File: src/rtl/lsu32.sv
// ---------------------------------------------------------------------------
// lsu32 - load/store unit for an RV32I core.
//
// Takes the ALU result as the effective address of a load or store and runs a
// single-outstanding request/ready transaction on a 32-bit word-addressed
// data bus. Loads return sign- or zero-extended data. Misaligned or illegal
// accesses and bus timeouts are reported through err instead of stalling.
//
// Ports
//   clk, rst     clock, synchronous active-high reset
//   req_valid    execute stage presents an access
//   req_ready    unit idle, access accepted on req_valid && req_ready
//   is_store     1 = store, 0 = load
//   funct3       RV32I width/sign field
//   addr         effective address
//   wdata        store data (rs2)
//   done         one-cycle completion pulse
//   err          misaligned / illegal funct3 / timeout, valid with done
//   load_data    extended load result, valid with done (0 for stores/errors)
//   mem_req      bus request, held until mem_ready or timeout
//   mem_we       bus write enable
//   mem_addr     word-aligned bus address
//   mem_be       byte enables
//   mem_wdata    lane-replicated store data
//   mem_ready    bus completes the access this cycle
//   mem_rdata    read word, valid with mem_ready
// ---------------------------------------------------------------------------
module lsu32 #(
    parameter int unsigned TIMEOUT_CYCLES = 255
) (
    input  logic        clk,
    input  logic        rst,
    input  logic        req_valid,
    output logic        req_ready,
    input  logic        is_store,
    input  logic [2:0]  funct3,
    input  logic [31:0] addr,
    input  logic [31:0] wdata,
    output logic        done,
    output logic        err,
    output logic [31:0] load_data,
    output logic        mem_req,
    output logic        mem_we,
    output logic [31:0] mem_addr,
    output logic [3:0]  mem_be,
    output logic [31:0] mem_wdata,
    input  logic        mem_ready,
    input  logic [31:0] mem_rdata
);

    typedef enum logic [1:0] {
        S_IDLE = 2'd0,
        S_BUS  = 2'd1,
        S_DONE = 2'd2
    } state_e;

    // The wait counter holds the number of completed BUS cycles without
    // mem_ready; the last permitted BUS cycle is the one where it equals
    // TIMEOUT_CYCLES-1, so mem_req is high for exactly TIMEOUT_CYCLES cycles.
    localparam logic [7:0] TMO_LAST = 8'(TIMEOUT_CYCLES - 32'd1);

    // ------------------------------------------------------------------
    // Helper functions
    // ------------------------------------------------------------------

    // funct3 legality: loads allow 000/001/010/100/101, stores 000/001/010.
    function automatic logic legal_f(input logic st, input logic [2:0] f3);
        logic ok;
        case (f3)
            3'b000, 3'b001, 3'b010: ok = 1'b1;
            3'b100, 3'b101:         ok = ~st;
            default:                ok = 1'b0;
        endcase
        return ok;
    endfunction

    // Natural alignment check; only meaningful for legal funct3 codes.
    function automatic logic aligned_f(input logic [2:0] f3, input logic [1:0] off);
        logic ok;
        case (f3[1:0])
            2'b00:   ok = 1'b1;
            2'b01:   ok = (off[0] == 1'b0);
            2'b10:   ok = (off == 2'b00);
            default: ok = 1'b0;
        endcase
        return ok;
    endfunction

    // Byte enables from access size and byte offset.
    function automatic logic [3:0] be_f(input logic [2:0] f3, input logic [1:0] off);
        logic [3:0] be;
        case (f3[1:0])
            2'b00:   be = 4'b0001 << off;
            2'b01:   be = 4'b0011 << off;
            2'b10:   be = 4'b1111;
            default: be = 4'b0000;
        endcase
        return be;
    endfunction

    // Store data replicated across all lanes so the enabled lanes carry it.
    function automatic logic [31:0] wdata_f(input logic [2:0] f3, input logic [31:0] wd);
        logic [31:0] r;
        case (f3[1:0])
            2'b00:   r = {4{wd[7:0]}};
            2'b01:   r = {2{wd[15:0]}};
            2'b10:   r = wd;
            default: r = 32'h0000_0000;
        endcase
        return r;
    endfunction

    // Select the addressed lane from the read word and extend it.
    function automatic logic [31:0] extract_f(input logic [2:0] f3, input logic [1:0] off,
                                              input logic [31:0] rd);
        logic [7:0]  b;
        logic [15:0] h;
        logic [31:0] r;
        case (off)
            2'b00:   b = rd[7:0];
            2'b01:   b = rd[15:8];
            2'b10:   b = rd[23:16];
            2'b11:   b = rd[31:24];
            default: b = 8'h00;
        endcase
        if (off[1]) begin
            h = rd[31:16];
        end else begin
            h = rd[15:0];
        end
        case (f3)
            3'b000:  r = {{24{b[7]}}, b};
            3'b001:  r = {{16{h[15]}}, h};
            3'b010:  r = rd;
            3'b100:  r = {24'h00_0000, b};
            3'b101:  r = {16'h0000, h};
            default: r = 32'h0000_0000;
        endcase
        return r;
    endfunction

    // ------------------------------------------------------------------
    // State and output registers
    // ------------------------------------------------------------------
    state_e      state_q,     state_d;
    logic        req_ready_q, req_ready_d;
    logic        done_q,      done_d;
    logic        err_q,       err_d;
    logic [31:0] load_data_q, load_data_d;
    logic        mem_req_q,   mem_req_d;
    logic        mem_we_q,    mem_we_d;
    logic [31:0] mem_addr_q,  mem_addr_d;
    logic [3:0]  mem_be_q,    mem_be_d;
    logic [31:0] mem_wdata_q, mem_wdata_d;
    logic [1:0]  off_q,       off_d;
    logic [2:0]  f3_q,        f3_d;
    logic [7:0]  cnt_q,       cnt_d;

    logic        acc_ok_s;

    assign acc_ok_s = legal_f(is_store, funct3) & aligned_f(funct3, addr[1:0]);

    // Next-state and next-output logic for the IDLE/BUS/DONE machine.
    always_comb begin
        state_d     = state_q;
        done_d      = 1'b0;
        err_d       = 1'b0;
        load_data_d = 32'h0000_0000;
        mem_req_d   = mem_req_q;
        mem_we_d    = mem_we_q;
        mem_addr_d  = mem_addr_q;
        mem_be_d    = mem_be_q;
        mem_wdata_d = mem_wdata_q;
        off_d       = off_q;
        f3_d        = f3_q;
        cnt_d       = cnt_q;

        case (state_q)
            S_IDLE: begin
                if (req_valid) begin
                    if (acc_ok_s) begin
                        state_d     = S_BUS;
                        mem_req_d   = 1'b1;
                        mem_we_d    = is_store;
                        mem_addr_d  = {addr[31:2], 2'b00};
                        mem_be_d    = be_f(funct3, addr[1:0]);
                        if (is_store) begin
                            mem_wdata_d = wdata_f(funct3, wdata);
                        end else begin
                            mem_wdata_d = 32'h0000_0000;
                        end
                        off_d       = addr[1:0];
                        f3_d        = funct3;
                        cnt_d       = 8'd0;
                    end else begin
                        // Rejected without touching the bus.
                        state_d = S_DONE;
                        done_d  = 1'b1;
                        err_d   = 1'b1;
                    end
                end else begin
                    state_d = S_IDLE;
                end
            end

            S_BUS: begin
                // mem_ready takes priority over a coincident timeout.
                if (mem_ready) begin
                    state_d = S_DONE;
                    done_d  = 1'b1;
                    if (mem_we_q) begin
                        load_data_d = 32'h0000_0000;
                    end else begin
                        load_data_d = extract_f(f3_q, off_q, mem_rdata);
                    end
                end else if (cnt_q == TMO_LAST) begin
                    state_d = S_DONE;
                    done_d  = 1'b1;
                    err_d   = 1'b1;
                end else begin
                    cnt_d = cnt_q + 8'd1;
                end
                if (state_d == S_DONE) begin
                    mem_req_d   = 1'b0;
                    mem_we_d    = 1'b0;
                    mem_addr_d  = 32'h0000_0000;
                    mem_be_d    = 4'b0000;
                    mem_wdata_d = 32'h0000_0000;
                end else begin
                    mem_req_d   = 1'b1;
                end
            end

            S_DONE: begin
                state_d = S_IDLE;
            end

            default: begin
                state_d     = S_IDLE;
                mem_req_d   = 1'b0;
                mem_we_d    = 1'b0;
                mem_addr_d  = 32'h0000_0000;
                mem_be_d    = 4'b0000;
                mem_wdata_d = 32'h0000_0000;
            end
        endcase

        req_ready_d = (state_d == S_IDLE);
    end

    // State and output register update with synchronous reset.
    always_ff @(posedge clk) begin
        if (rst) begin
            state_q     <= S_IDLE;
            req_ready_q <= 1'b1;
            done_q      <= 1'b0;
            err_q       <= 1'b0;
            load_data_q <= 32'h0000_0000;
            mem_req_q   <= 1'b0;
            mem_we_q    <= 1'b0;
            mem_addr_q  <= 32'h0000_0000;
            mem_be_q    <= 4'b0000;
            mem_wdata_q <= 32'h0000_0000;
            off_q       <= 2'b00;
            f3_q        <= 3'b000;
            cnt_q       <= 8'd0;
        end else begin
            state_q     <= state_d;
            req_ready_q <= req_ready_d;
            done_q      <= done_d;
            err_q       <= err_d;
            load_data_q <= load_data_d;
            mem_req_q   <= mem_req_d;
            mem_we_q    <= mem_we_d;
            mem_addr_q  <= mem_addr_d;
            mem_be_q    <= mem_be_d;
            mem_wdata_q <= mem_wdata_d;
            off_q       <= off_d;
            f3_q        <= f3_d;
            cnt_q       <= cnt_d;
        end
    end

    assign req_ready = req_ready_q;
    assign done      = done_q;
    assign err       = err_q;
    assign load_data = load_data_q;
    assign mem_req   = mem_req_q;
    assign mem_we    = mem_we_q;
    assign mem_addr  = mem_addr_q;
    assign mem_be    = mem_be_q;
    assign mem_wdata = mem_wdata_q;

endmodule

File: config.mk
export PLATFORM = sky130hd
export DESIGN_NAME = lsu32
export DESIGN_NICKNAME = d
export VERILOG_FILES = /design/src/rtl/lsu32.sv
export SDC_FILE = /design/constraint.sdc
export NUM_CORES = 1
export LEC_CHECK = 0
export CAP_MARGIN = 20
export CORE_UTILIZATION = 30
export CTS_CLUSTER_DIAMETER = 50
export DETAILED_ROUTE_END_ITERATION = 8
export REMOVE_ABC_BUFFERS = 1
export SYNTH_ARGS = -nofsm -noshare
export SYNTH_HDL_FRONTEND = slang
export SYNTH_SLANG_ARGS = --single-unit
export TNS_END_PERCENT = 30
File: constraint.sdc
create_clock -name clk -period 2.83 [get_ports clk]
set_clock_uncertainty 0.2 [all_clocks]
set_input_delay 0.4245 -clock clk [delete_from_list [all_inputs] [get_ports clk]]
set_output_delay 0.4245 -clock clk [all_outputs]
set_load 0.1 [all_outputs]
-- After elaboration in Yosys (flattened, before gate mapping)
Cells that the tools add are included.
- input port bits: 104
- word-level logic and storage cells: 104
- bits in registers: 120
- output and inout bits: 105
- shift-type cells: 2
- reductions and logical operators: 15
- equal/unequal tests: 22
- bitwise gates (word level): 6
- $add $sub $neg: 1
- multiplexer cells: 45
- operator list (cell ; number):
    $pmux 32 s3 ; 3
    $mux 32 ; 6
    $pmux 32 s5 ; 1
    $mux 8 ; 4
    $pmux 8 s4 ; 1
    $pmux 4 s3 ; 2
    $mux 16 ; 1
    $pmux 8 s2 ; 1
    $eq 3x3->1 const B ; 4
    $mux 4 ; 3
    $mux 1 ; 11
    $eq 2x2->1 const B ; 5
    $logic_not 2->1 ; 5
    $mux 2 ; 5
    $ne 2x2->1 const B ; 5
    $pmux 1 s3 ; 3
    $add 8x1->8 const B ; 1
    $eq 8x8->1 const B ; 1
    $eq 2x1->1 const B ; 3
    $eq 3x1->1 const B ; 2
    $eq 3x2->1 const B ; 2
    $logic_not 3->1 ; 2
    $pmux 1 s2 ; 3
    $reduce_and 3->1 ; 2
    11 further kinds ; 15

-- Depth between registers and ports, before layout
Gate-level depths: netlist of the first run.
- word-level depth: 8
- mapped depth: 7
- gate-level depth less buffers: 6

-- Least setup slack after synthesis of the first run
OpenSTA, ideal clock, no wires.
- path kind: input to register
- start: input addr[0]
- end: register mem_wdata_q[11], in the netlist mem_wdata[11]
- path slack: 0.645 ns
- data required time: 2.512 ns
- buffers on the path: 3
- cell stages on the path: 7
- arrival time: 1.867 ns
- cell sequence: buf_2 or4_4 buf_6 a21oi_4 o32ai_2 buf_6 a22o_1
- cells in the longest elaborated chain, start to end: 5
- RTL lines (what ; line ; text):
    start: declaration ; 37 ; input logic [31:0] addr,
    $logic_not 2->1 or $not 1->1 (tied branches) ; 83, 82 ;
    $pmux 1 s3 (*) ; 80 ; case (f3[1:0])
    $and 1x1->1 (*) ; 161 ; assign acc_ok_s = legal_f(is_store, funct3) & aligned_f(funct3, addr[1:0]);
    $ne 2x2->1 (no source line) (*) ; - ;
    $reduce_and 4->1 (no source line) (*) ; - ;
    end signal: assignment ; 277 ; mem_wdata_q <= mem_wdata_d;
    end: declaration ; 154 ; logic [31:0] mem_wdata_q, mem_wdata_d;
Mark *: on every way between the ends. The rest lies on a longest branch, timed or not.
A chain may end at the register's enable or synchronous reset.

-- Worst setup path in the final report of the first run
- start: input addr[0]
- end: register mem_addr_q[31], in the netlist mem_addr[31]
- cells in the longest elaborated chain, start to end: 5
- RTL lines (what ; line ; text):
    $logic_not 2->1 or $not 1->1 (tied branches) ; 83, 82 ;
    $pmux 1 s3 (*) ; 80 ;
    $and 1x1->1 (*) ; 161 ;
    $ne 2x2->1 (no source line) (*) ; - ;
    $reduce_and 4->1 (no source line) (*) ; - ;
    end signal: assignment ; 275 ; mem_addr_q <= mem_addr_d;
    end: declaration ; 152 ; logic [31:0] mem_addr_q, mem_addr_d;
Marks and branches as above.

==> reports/qor.csv, run 1 <==
metric,value,unit
port_buffers,206,
seq_power_share,0.359,
layout-drive-gt1-share,0.218,
cts_hold_buffers,0,
tightestPinTransition,0.980,ns
syn2layout_area_growth,49.5,%
fin_crit,2.42,ns
multi_input_area,2660,um^2
syn_area,5280,um^2
antenna_found_initial,0,
netSwitchingFraction,0.309,
grt_setup_unrepaired,false,
path_buf_inv,2,
r2r_cells,4,
synth_common_cells,"118 x dfxtp_1, 83 x a21oi_1, 81 x nand2_1",
cts_made_buffers,17,
p_comb_frac,0.210,
min-delay-start,mem_wdata[21],
power.density_cell_area,624,nW/um^2
synth_enable_flop_cells,0,
setup_violations,0,
grt_max_degree,43,
fp.dieH,135,um
p_leak,3.15,nW
first_global_vias,5233,
cp-endpoint,mem_addr[31],
crit_type,in -> reg,
wl,17300,um
die_x,135,um
post_drt_wl_per_cell,16.9,um
synth_area_leader_cell,dfxtp_1,
yosysSeqAreaShare,0.448,
synth.distinct_cells,65,
power.internal,3.40,mW
path_cells,clkdlybuf4s50_1 > or4_4 > a21oi_4 > o21ai_4 > buf_4 > a31o_2,
maxSlewViolCount,0,
core.rowCount,48,
synth_top_area_frac,0.448,
max_stage_delay,0.68,ns
clockBufferDepth,2,
timing.rr.start,state_q[0],
cts_resized,0,
seq_area,2360,um^2
nets,894,
async_flop_share,0,
diodes,0,
ys_top_cells_by_area,"dfxtp_1 45%, a21oi_1 7.9%, mux2i_1 6.5%, nand2_1 5.8%, a31o_1 4.8%",
die-area,18100,um^2
max-slew-margin-rel,0.347,
crit_path_max_fanout,23,
clkTransAtPathRegs,0.05,ns
worstSetupPathDepth,6,
first_pass_iters,4,
reg2reg_slack,0.44,ns
viasPerCell,5.09,
crit_path_start_kind,primary input,
arrival,2.51,ns
fin_ws,0.413,ns
io_pins,209,
num_vias,5223,
crit_family,buffers and inverters,
whs,0.268,ns
startpoint,addr[0],
synthCells,588,
grt_pass1_wl,27500,um
rr_endpoint,mem_wdata[14],
clkSinkCount,118,
finish.utilization,0.458,
dpl_worst_slack,-0.00784,ns
gp_congestion,0.843,
endpoint_kind,register,
p_clk_frac,0.431,
cts_setup_buffers,0,
hold_class,reg -> reg,
synth.most_common_cell,dfxtp_1,
fin_crit_sh,0.854,
critPathSlowestCell,or4_4,
required,2.92,ns
status,finished clean,
fillers,1650,
ant_nets,0,
start_util,0.306,
synthesis.area_per_instance,8.97,um^2
drtIter0Drc,245,
root_buffer,clkbuf_16,
yosysWarnings,0,
clk_latency,0.40,ns
hold_viol_final,0,
drc,0,
grt_overflow,0,
cts_max_level,4,
maxCapViolCount,0,
core-area,17200,um^2
grt_usage,0.192,
dp_hpwl,12700,um
netSwitchingPower,1.52,mW
max_freq,414,MHz
ir_drop,0.405,mV
synthFlopType,dfxtp_1,
ys_ff_latch,118,
cts_tree,yes,
cell families (layout without fill, tap and decap cells):
group | count (synthesis) | count (layout) | synth area share
buf+inv | 55 | 267 | 0.0531
flops | 118 | 118 | 0.448
simple gates | 161 | 161 | 0.140
mux | 34 | 34 | 0.0645
xor+xnor | 4 | 4 | 0.00664
other cells | 1 | 2 | 0.000711
compound gates | 213 | 213 | 0.283
fa+ha+maj | 2 | 2 | 0.00474
placed cells by master, fill, tap and decap left out, types with 5 or more instances in the layout:
cell type / synthesis / final
clkinvlp_4: 0 / 5
a2bb2oi_1: 7 / 7
nor2_1: 34 / 34
a22o_1: 16 / 16
a2111oi_0: 8 / 8
a31o_1: 29 / 29
clkbuf_16: 0 / 17
buf_4: 2 / 126
clkdlybuf4s50_1: 0 / 103
o2bb2ai_1: 8 / 8
nand2_1: 81 / 81
nand3_1: 6 / 6
o21ai_0: 22 / 22
mux2i_1: 34 / 34
dfxtp_1: 118 / 118
nor2b_1: 13 / 13
a22oi_1: 8 / 8
a21oi_1: 83 / 83
per-stage QoR:
step	cell area (um^2)	power (mW)	setup TNS, ns	instances
floorplan	5020	2.44	-7.59	540
global placement	7290	2.82	0	993
detailed placement	7290	2.83	-0.0144	993
CTS	7880	4.95	0	1025
global route	7890	5.11	0	1026
finish	7890	4.92	0	1026
worst reg2reg max path, stage by stage, from the launching register on:
cell	delay, ns
dfxtp_1	0.68
nor2b_1	0.36
o21ai_0	0.24
o32ai_4	0.58
a22o_1	0.28
power groups by stage:
stage / combinational (mW) / clock (mW) / sequential (mW)
6_report: 1.03 / 2.12 / 1.77
4_1_cts: 1.03 / 2.15 / 1.77
2_1_floorplan: 0.274 / 0 / 2.17
3_3_place_gp: 1.02 / 0 / 1.80
3_5_place_dp: 1.03 / 0 / 1.80
5_1_grt: 1.09 / 2.25 / 1.77
how the worst min path moves through the flow:
stage / end / slack, ns / cells past startpoint
after detailed placement: mem_wdata[21] / 0.25 / 1
after global placement: mem_wdata[1] / 0.25 / 2
final: mem_wdata[21] / 0.27 / 1
after global routing: mem_wdata[21] / 0.29 / 1
after CTS: mem_wdata[21] / 0.27 / 1
after floorplan: cnt_q[3] / 0.26 / 2
final cells by class:
class,count,area share
repair buffers,229,0.251
inverters,6,0.00286
clock buffers,21,0.0584
multi-input cells,416,0.337
flip-flops and latches,118,0.299
well taps,225,0.0357
clock inverters,11,0.0159
layer usage:
layer  GRT usage  wire length, um  vias up  part of all wire
met4      0.0456              187        0             0.011
li1            -                -     2547                 -
met3      0.0649             1440       14             0.083
met1       0.241             7590     2467              0.44
met2       0.316             8110      195              0.47
met5           0                0        -                 0
state kept, by name, indices dropped and copies added, names as in the netlist:
register	flops
mem_req	1
mem_be	4
cnt_q	8
f3_q	3
off_q	2
mem_addr	30
state_q	2
load_data	32
done	1
mem_we	1
req_ready	1
err	1
mem_wdata	32
No activity file was read; power rests on OpenSTA's default activity.
==> run 2, diff against run 1 <==
CORE_UTILIZATION = 44   (was 30)
PLACE_DENSITY = 0.81   (was default)
==> reports/qor.csv, run 2 (synthesized netlist as in run 1, its figures left out) <==
metric,value,unit
dp_hpwl,11700,um
crit_path_max_fanout,19,
totalNegativeSetupSlack,0,ns
viasPerCell,5.66,
fin_ws,0.526,ns
antenna_found_initial,0,
critPathSlowestCell,o211ai_1,
clockBufferDepth,2,
maxSlewViolCount,0,
arrival,2.40,ns
drc,28,
max-slew-margin-rel,0.575,
wl,16300,um
ir_drop,0.440,mV
nets,896,
cts_tree,yes,
dpl_worst_slack,0.131,ns
cts_hold_buffers,0,
core-area,11600,um^2
status,"complete, but fails checks",
setup_violations,0,
ant_nets,0,
cts_made_buffers,17,
grt_overflow,0,
maxCapViolCount,0,
io_pins,209,
endpoint_kind,register,
mostFrequentLayoutCells,"128 x buf_4, 118 x dfxtp_1, 103 x clkdlybuf4s50_1",
num_vias,5345,
grt_setup_unrepaired,false,
violations,design-rule violations,
final_cell_count_no_fill,945,
path_cells,inv_1 > ha_1 > nand3_1 > o211ai_1 > o21ai_4 > buf_4 > a31o_1,
core.rowCount,39,
post_drt_wl_per_cell,17.3,um
power.density_cell_area,618,nW/um^2
drtIter0Drc,496,
max_stage_delay,0.54,ns
clkSinkCount,118,
gp_congestion,0.846,
tightestPinTransition,0.636,ns
fin_crit,2.30,ns
grt_pass1_wl,25600,um
clkTransAtPathRegs,0.05,ns
clk_latency,0.41,ns
layout-drive-gt1-share,0.215,
crit_path_start_kind,register,
cts_setup_buffers,0,
finalPower,4.79,mW
die-area,12400,um^2
hold_class,reg -> reg,
root_buffer,clkbuf_16,
syn2layout_area_growth,46.9,%
required,2.93,ns
start_util,0.456,
grt_usage,0.259,
hold_viol_final,0,
max_freq,434,MHz
grt_max_degree,36,
cts_resized,0,
final_common_cell,buf_4,
dp_cells,913,
cts_max_level,4,
crit_type,reg -> reg,
die_x,112,um
fp.dieH,112,um
fin_crit_sh,0.814,
p_leak,3.16,nW
port_buffers,206,
first_pass_iters,7,
first_global_vias,5096,
## run 2: changes by cell type in the layout (fill, tap and decap cells not counted)
cell,delta
buf_4,+2
bufinv_16,-1
clkbuf_1,+3
clkbuf_8,+2
clkinv_2,+1
clkinv_4,-1
clkinvlp_4,-5
diode_2,+1
inv_6,-1
o32ai_2,+1
o32ai_4,-1
## run 2: layout make-up
class,count,area (um^2)
multi-input combinational,416,2650
sequential,118,2360
clock inverter,4,45.0
tap,143,179
inverter,6,22.5
antenna,1,2.50
timing repair buffer,231,1990
clock buffer,26,499
fill,910,3810
## run 2: stage by stage
stage / hold WS (ns) / utilization / instance area (um^2)
after floorplan: 0.261 / - / 5020
after global placement: 0.247 / 0.622 / 7200
after CTS: 0.271 / 0.669 / 7740
final: 0.265 / 0.670 / 7750
after global routing: 0.288 / 0.670 / 7750
after detailed placement: 0.253 / 0.622 / 7200
## run 2: power by group
group | internal [mW] | total [mW] | switching, mW | leakage (nW)
sequential | 1.72 | 1.77 | 0.0450 | 0.956
combinational | 0.339 | 1.03 | 0.692 | 1.93
clock | 1.28 | 1.99 | 0.706 | 0.270
## run 2: worst paths after layout
path	start	end	slack (ns)	depth (start not counted)
hold reg to reg	mem_be[1]	mem_be[1]	0.27	2
setup / recovery	cnt_q[0]	mem_addr[7]	0.53	7
hold / removal	mem_be[1]	mem_be[1]	0.27	2
setup reg to reg	cnt_q[0]	mem_addr[7]	0.53	7
## run 2: metal layers
layer,GRT usage,part of all wire
met3,0.0697,0.084
met1,0.309,0.40
met4,0.120,0.026
met2,0.437,0.49
met5,0,0
## run 2: worst max-delay path: cells and delay by family (launching register included)
family	cells	cell delay, ns
flip-flops	1	0.35
adder cells (fa/ha/maj)	1	0.19
buffers and inverters	2	0.36
AND/OR/NAND/NOR	1	0.19
AO/OA/AOI/OAI	3	0.90
